--- config.mk ---
export PLATFORM = sky130hd
export DESIGN_NAME = shift_add_mult_seq_flat
export DESIGN_NICKNAME = d
export VERILOG_FILES = /design/src/rtl/shift_add_mult_seq_if.sv /design/src/rtl/shift_add_mult_seq.sv /design/src/flat_wrapper.sv
export SDC_FILE = /design/constraint.sdc
export NUM_CORES = 1
export LEC_CHECK = 0
export CAP_MARGIN = 30
export CORE_MARGIN = 1.5
export CORE_UTILIZATION = 52
export CTS_CLUSTER_SIZE = 25
export DETAILED_ROUTE_END_ITERATION = 8
export PLACE_DENSITY_LB_ADDON = 0.1
export SLEW_MARGIN = 15
export SYNTH_ARGS = -nofsm -noshare
export SYNTH_HDL_FRONTEND = slang
export SYNTH_SLANG_ARGS = --single-unit
--- constraint.sdc ---
create_clock -name clk -period 2.7 [get_ports clk]
set_input_delay 0.81 -clock clk [delete_from_list [all_inputs] [get_ports clk]]
set_output_delay 0.81 -clock clk [all_outputs]
set_load 0.02 [all_outputs]
--- src/rtl/shift_add_mult_seq_if.sv ---
// Start/done handshake and operand/result bundle between the sequencer (master)
// and the shift-and-add multiplier (slave).
interface shift_add_mult_seq_if #(
    parameter int WIDTH = 4
);
    logic                 st;
    logic                 sgn;
    logic [WIDTH-1:0]     mcand;
    logic [WIDTH-1:0]     mplier;
    logic                 idle;
    logic                 load;
    logic                 ad;
    logic                 sh;
    logic                 done;
    logic [2*WIDTH-1:0]   product;

    modport master (
        output st, sgn, mcand, mplier,
        input  idle, load, ad, sh, done, product
    );

    modport slave (
        input  st, sgn, mcand, mplier,
        output idle, load, ad, sh, done, product
    );
endinterface

--- src/rtl/shift_add_mult_seq.sv ---
// Sequential shift-and-add multiplier, unsigned or two's-complement signed,
// with the control FSM and the {A,Q} accumulator datapath in one block.
module shift_add_mult_seq #(
    parameter int WIDTH = 4
) (
    input logic                 clk,
    input logic                 rst_n,
    shift_add_mult_seq_if.slave bus
);
    localparam int CW = $clog2(WIDTH + 1);

    typedef enum logic [1:0] {IDLE, CHK, SHF, DONE} state_t;

    state_t               state_reg, state_next;
    // acc = {A[WIDTH:0], Q[WIDTH-1:0]}; A carries a guard bit for carry/sign
    logic [2*WIDTH:0]     acc_reg, acc_next;
    logic [WIDTH-1:0]     b_reg, b_next;
    logic                 sgn_reg, sgn_next;
    logic [CW-1:0]        cnt_reg, cnt_next;
    logic [2*WIDTH-1:0]   product_reg, product_next;

    logic                 idle, load, ad, sh, done;
    logic [2*WIDTH:0]     acc_shifted;
    logic [WIDTH:0]       b_ext;
    logic                 last_bit;

    assign acc_shifted = {(sgn_reg ? acc_reg[2*WIDTH] : 1'b0), acc_reg[2*WIDTH:1]};
    assign b_ext       = sgn_reg ? {b_reg[WIDTH-1], b_reg} : {1'b0, b_reg};
    assign last_bit    = (cnt_reg == CW'(WIDTH - 1));

    always_ff @(posedge clk) begin
        if (!rst_n) begin
            state_reg   <= IDLE;
            acc_reg     <= '0;
            b_reg       <= '0;
            sgn_reg     <= 1'b0;
            cnt_reg     <= '0;
            product_reg <= '0;
        end else begin
            state_reg   <= state_next;
            acc_reg     <= acc_next;
            b_reg       <= b_next;
            sgn_reg     <= sgn_next;
            cnt_reg     <= cnt_next;
            product_reg <= product_next;
        end
    end

    always_comb begin
        state_next   = state_reg;
        acc_next     = acc_reg;
        b_next       = b_reg;
        sgn_next     = sgn_reg;
        cnt_next     = cnt_reg;
        product_next = product_reg;
        idle         = 1'b0;
        load         = 1'b0;
        ad           = 1'b0;
        sh           = 1'b0;
        done         = 1'b0;

        case (state_reg)
            IDLE: begin
                idle = 1'b1;
                if (bus.st) begin
                    load       = 1'b1;
                    acc_next   = {{(WIDTH + 1){1'b0}}, bus.mplier};
                    b_next     = bus.mcand;
                    sgn_next   = bus.sgn;
                    cnt_next   = '0;
                    state_next = CHK;
                end
            end
            CHK: begin
                if (acc_reg[0]) begin
                    ad = 1'b1;
                    // The multiplier MSB has negative weight in two's complement
                    if (sgn_reg && last_bit)
                        acc_next[2*WIDTH:WIDTH] = acc_reg[2*WIDTH:WIDTH] - b_ext;
                    else
                        acc_next[2*WIDTH:WIDTH] = acc_reg[2*WIDTH:WIDTH] + b_ext;
                    state_next = SHF;
                end else begin
                    sh       = 1'b1;
                    acc_next = acc_shifted;
                    cnt_next = cnt_reg + CW'(1);
                    if (last_bit) begin
                        product_next = acc_shifted[2*WIDTH-1:0];
                        state_next   = DONE;
                    end
                end
            end
            SHF: begin
                sh       = 1'b1;
                acc_next = acc_shifted;
                cnt_next = cnt_reg + CW'(1);
                if (last_bit) begin
                    product_next = acc_shifted[2*WIDTH-1:0];
                    state_next   = DONE;
                end else begin
                    state_next = CHK;
                end
            end
            DONE: begin
                done       = 1'b1;
                state_next = IDLE;
            end
            default: state_next = IDLE;
        endcase
    end

    assign bus.idle    = idle;
    assign bus.load    = load;
    assign bus.ad      = ad;
    assign bus.sh      = sh;
    assign bus.done    = done;
    assign bus.product = product_reg;
endmodule

--- src/flat_wrapper.sv ---
// flat-port wrapper written by rule: the top's interface ports become plain ports
module shift_add_mult_seq_flat 
#(
    parameter int WIDTH = 4
)
  (clk, rst_n, bus_st, bus_sgn, bus_mcand, bus_mplier, bus_idle, bus_load, bus_ad, bus_sh, bus_done, bus_product);
  shift_add_mult_seq_if #(.WIDTH(WIDTH)) bus_i ();
  input logic clk;
  input logic rst_n;
  input wire logic [$bits(bus_i.st)-1:0] bus_st;
  input wire logic [$bits(bus_i.sgn)-1:0] bus_sgn;
  input wire logic [$bits(bus_i.mcand)-1:0] bus_mcand;
  input wire logic [$bits(bus_i.mplier)-1:0] bus_mplier;
  output wire logic [$bits(bus_i.idle)-1:0] bus_idle;
  output wire logic [$bits(bus_i.load)-1:0] bus_load;
  output wire logic [$bits(bus_i.ad)-1:0] bus_ad;
  output wire logic [$bits(bus_i.sh)-1:0] bus_sh;
  output wire logic [$bits(bus_i.done)-1:0] bus_done;
  output wire logic [$bits(bus_i.product)-1:0] bus_product;
  assign bus_i.st = bus_st;
  assign bus_i.sgn = bus_sgn;
  assign bus_i.mcand = bus_mcand;
  assign bus_i.mplier = bus_mplier;
  assign bus_idle = bus_i.idle;
  assign bus_load = bus_i.load;
  assign bus_ad = bus_i.ad;
  assign bus_sh = bus_i.sh;
  assign bus_done = bus_i.done;
  assign bus_product = bus_i.product;
  shift_add_mult_seq #(.WIDTH(WIDTH)) u_core (.clk(clk), .rst_n(rst_n), .bus(bus_i));
endmodule
* After elaboration in Yosys (flattened, before gate mapping)
Cells that the tools add are included.
Storage, ports and cells: register bits 27, input port bits 12, output and inout port bits 13
Cells by class: add/sub/neg operators 3, equal/unequal tests 7, muxes and demuxes 26, reductions and logical operators 9
Operator list (count):
- $pmux 9 s3 | 1
- $mux 8 | 2
- $pmux 8 s2 | 1
- $mux 5 | 3
- $mux 9 | 1
- $pmux 3 s3 | 1
- $mux 1 | 8
- $mux 2 | 4
- $pmux 2 s4 | 1
- $reduce_and 2->1 | 4
- $mux 3 | 2
- $add 5x5->5 | 1
- $sub 5x5->5 | 1
- $eq 2x2->1 const B | 2
- $mux 4 | 1
- $ne 2x2->1 const B | 2
- $add 3x1->3 const B | 1
- $eq 3x2->1 const B | 1
- $ne 3x1->1 const B | 1
- $reduce_and 3->1 | 1
- $reduce_bool 3->1 | 1
- $eq 2x1->1 const B | 1
- $logic_not 2->1 | 1
- $pmux 1 s2 | 1
- 2 further kinds | 2

* Logic depth before layout (Yosys ltp)
depth in word-level cells 5, gate-level depth with buffers 11, gate-level depth less buffers 10

* Worst setup path before layout
OpenSTA, ideal clock, no wires.
path type flip-flop to flip-flop, start register u_core.cnt_reg[0], end register u_core.acc_reg[7], arrival 2.243 ns, data required time 2.577 ns, path slack 0.334 ns, stages on the path, launching flop included 12, path buffers 1, clock period less this slack 2.366 ns, path through dfxtp_1 > ha_1 > ha_1 > buf_6 > nand2_1 > mux2i_1 > ha_1 > nor2b_1 > o21a_1 > or3_1 > a32oi_1 > o21ai_0
Between the ends: cells in the longest elaborated chain, start to end 5
Ends and longest elaborated chain:
- start: declaration | RTL line shift_add_mult_seq.sv:19 | logic [CW-1:0] cnt_reg, cnt_next;
- start signal: assignment | RTL line shift_add_mult_seq.sv:44 | cnt_reg <= cnt_next;
- $eq 3x2->1 | RTL line shift_add_mult_seq.sv:29 | assign last_bit = (cnt_reg == CW'(WIDTH - 1));
- $logic_and 1x1->1 | RTL line shift_add_mult_seq.sv:78 | if (sgn_reg && last_bit)
- $mux 5 | RTL line shift_add_mult_seq.sv:78
- $mux 5 | RTL line shift_add_mult_seq.sv:75 | if (acc_reg[0]) begin
- $pmux 9 s3 | RTL line shift_add_mult_seq.sv:62 | case (state_reg)
- end signal: assignment | RTL line shift_add_mult_seq.sv:41 | acc_reg <= acc_next;
- end: declaration | RTL line shift_add_mult_seq.sv:16 | logic [2*WIDTH:0] acc_reg, acc_next;
Every way passes these cells. A chain may end at the register's enable or synchronous reset.

* Final worst setup path
start input port bus_st, end output port bus_load
Between the ends: cells in the longest elaborated chain, start to end 2
Ends and longest elaborated chain:
- start: declaration | RTL line flat_wrapper.sv:10 | input wire logic [$bits(bus_i.st)-1:0] bus_st;
- $mux 1 | RTL line shift_add_mult_seq.sv:65 | if (bus.st) begin
- $mux 1 | RTL line shift_add_mult_seq.sv:62
- end: declaration | RTL line flat_wrapper.sv:15 | output wire logic [$bits(bus_i.load)-1:0] bus_load;
Every way passes these cells.

==> run_results.csv <==
group,metric,value,unit
cells_and_area,diodes,0,
route,drtPass1Iterations,4,
setup_path,r2r_start,"u_core.cnt_reg[0]",
synthesis,synth_cell_types,39,
clock_network,cts_num_sinks,27,
global_routing,grt_max_degree,30,
placement,place_congestion,0.813,
timing,setup_violations,0,
setup_path,startpoint_type,"input pin",
route,routed_wl,3.06,mm
die,top_level_ports,25,
placement,port_buffers,24,
job,maxCapViolCount,0,
synthesis,async_reset_ff_share,0,%
synthesis,synth_edf_count,0,
clock_network,cts_setup_buffers,0,
global_routing,grt_usage,20.2,%
cells_and_area,final_cell_area,1840,um2
timing,hold_violations,0,
power_and_ir_drop,peakVddDrop,0.568,mV
global_routing,grt_overflow_total,0,
synthesis,yosys_warnings,0,
clock_network,htree_num_levels,1,
setup_path,reg2reg_to,"u_core.acc_reg[8]",
setup_path,cp.arrival,1.80,ns
global_routing,grt_pass1_vias,1216,
synthesis,ys_seq_area_share,35.9,%
die,die_x,56.8,um
timing,skew,0.00428,ns
die,initial_utilization,54.6,%
setup_path,cp-endpoint,"bus_load",
route,routedWlPerCell,13.5,um
route,drtIter0Drc,26,
clock_network,cts_tree,"done",
die,core.rowCount,19,
synthesis,syn_area_per_cell,9.07,um2
synthesis,synth_common_cells,"dfxtp_1 (27), nand2_1 (23), nor2b_1 (15)",
setup_path,rr_worst_depth,11,
timing,period_share,96.8,%
synthesis,yosysTopAreaCellShare,35.9,%
clock_network,clock_latency,0.32,ns
synthesis,syn-cell-area,1510,um2
synthesis,ys_top_cells_by_area,"dfxtp_1 (36%), ha_1 (9.1%), nor2b_1 (6.2%)",
setup_path,path_cells,"clkdlybuf4s50_1 -> nand2_1 -> inv_1 -> dlygate4sd2_1",
placement,pre_cts_slack,-0.166,ns
die,die_y,56.8,um
synthesis,yosys_register_bits,27,
clock_network,cts_root_buf,"clkbuf_4",
cells_and_area,fin_nets,221,
timing,slew_violations,0,
setup_path,critPathTopFamily,"buffers and inverters",
worst_hold_path,hold_path_class,"reg -> reg",
global_routing,grt_pass1_wl,5.22,mm
cells_and_area,largest_reg_flops,9,
power_and_ir_drop,power_density,765,nW/um2
die,core,2760,um2
cells_and_area,area_growth,22.3,%
synthesis,yosysMostFrequentCell,"dfxtp_1",
status,status,"finished, final reports clean",
route,viasPerCell,5.56,
setup_path,cpMaxStageDelayCell,"clkdlybuf4s50_1",
synthesis,synth_top_area_cell,"dfxtp_1",
global_routing,antenna_found_initial,0,
setup_path,startpoint,"bus_st",
route,vias,1261,
cells_and_area,layout-drive-gt1-share,8.67,%
die,die_area,3230,um2
setup_path,crit_path_end_kind,"primary output",
timing,timing.slew.headroom,80.6,%
setup_path,critPathMaxStageDelay,0.47,ns
setup_path,required,1.89,ns
timing,fmax,0.383,GHz
timing,post-route-min-period,2.61,ns
synthesis,synth_flop_cell,"dfxtp_1",
setup_path,path_buf_inv,3,
setup_path,crit_path_max_fanout,2,
synthesis,synth_cells,166,
synthesis,synth_nets,190,
route,drc,0,
setup_path,crit_type,"in -> out",
timing,fin_ws,0.0857,ns
clock_network,clock_path_buffers,2,
setup_path,crit_cells,4,
timing,rsz0062_at_grt,"no",
route,ant_nets,0,
power_and_ir_drop,power,1.41,mW
timing,worst_slew_pin_slew,0.283,ns
placement,place_area,1810,um2
power_and_ir_drop,leakage,0.787,nW
clock_network,clk_pin_slew,0.15,ns
placement,hpwl,2.35,mm
setup_path,r2r_setup_slack,0.21,ns
timing,whs,0.476,ns
clock_network,cts_buffers,3,
==> per-layer routing <==
layer  wire, um  vias to the layer above  part of all wire, %  global-route usage (%)
met1       1380                      600                   45                    24.8
met3         89                        4                  2.9                    2.07
met4         43                        0                  1.4                    7.64
li1           -                      634                    -                       -
met2       1550                       23                   50                    36.2
met5          0                        -                    0                       0
==> cell type report <==
| class | count | area (um2) |
|---|---|---|
| fillers | 243 | 916 |
| well taps | 31 | 38.8 |
| clock buffers | 3 | 22.5 |
| clock inverters | 1 | 7.51 |
| repair buffers | 31 | 293 |
| flip-flops and latches | 27 | 541 |
| multi-input cells | 124 | 902 |
| inverters | 10 | 37.5 |
==> cells in the final DEF (no fill, tap or decap), types with 4 or more instances in the layout <==
master and instances:
clkdlybuf4s50_1 21, mux2i_1 9, nand3_1 6, ha_1 11, nor2b_1 15, inv_1 9
nor2_1 4, a22oi_1 4, dfxtp_1 27, buf_4 7, nand2_1 23, a21boi_0 9
==> where the power goes <==
part / leakage [nW] / internal [mW] / switching (mW)
registers: 0.220 / 0.455 / 0.0549
clock network: 0.0139 / 0.0565 / 0.123
logic: 0.553 / 0.308 / 0.411
total: 0.787 / 0.820 / 0.590
==> tightest hold or removal path: stages, from the launching register on <==
cell and delay, ns:
dfxtp_1 0.34, nand2_1 0.05, a21boi_0 0.06
==> kinds of logic (layout without fill, tap and decap cells) <==
logic type | Yosys count | after routing | synth area share [%]
muxes | 9 | 9 | 5.98
xor gates and xnor gates | 5 | 5 | 2.91
adders and majority gates | 12 | 12 | 10.5
buffers and inverters | 15 | 45 | 4.24
DFF | 27 | 27 | 35.9
AOI/OAI and AO/OA | 35 | 35 | 18.7
and+or+nand+nor | 63 | 63 | 21.8
==> worst min-delay path by stage <==
stage | from | cells past startpoint | end | slack (ns)
2_1_floorplan | u_core.cnt_reg[2] | 2 | u_core.cnt_reg[2] | 0.44
3_3_place_gp | u_core.cnt_reg[2] | 2 | u_core.cnt_reg[2] | 0.45
3_5_place_dp | u_core.cnt_reg[1] | 2 | u_core.cnt_reg[1] | 0.46
4_1_cts | u_core.cnt_reg[1] | 2 | u_core.cnt_reg[1] | 0.48
5_1_grt | u_core.cnt_reg[1] | 2 | u_core.cnt_reg[1] | 0.50
6_report | u_core.cnt_reg[1] | 2 | u_core.cnt_reg[1] | 0.48
==> per-stage QoR <==
step | utilization, % | std cells | setup TNS, ns
2_1_floorplan | - | 166 | 0
3_3_place_gp | 65.7 | 223 | -0.174
3_5_place_dp | 65.7 | 223 | -0.166
4_1_cts | 66.7 | 227 | 0
5_1_grt | 66.8 | 227 | 0
6_report | 66.8 | 227 | 0
==> what timing repair did <==
action	CTS	global route
hold buffers	0	0
endpoints found under the setup margin	2	1
resized for setup	2	1
(Power assumes the default switching activity.)
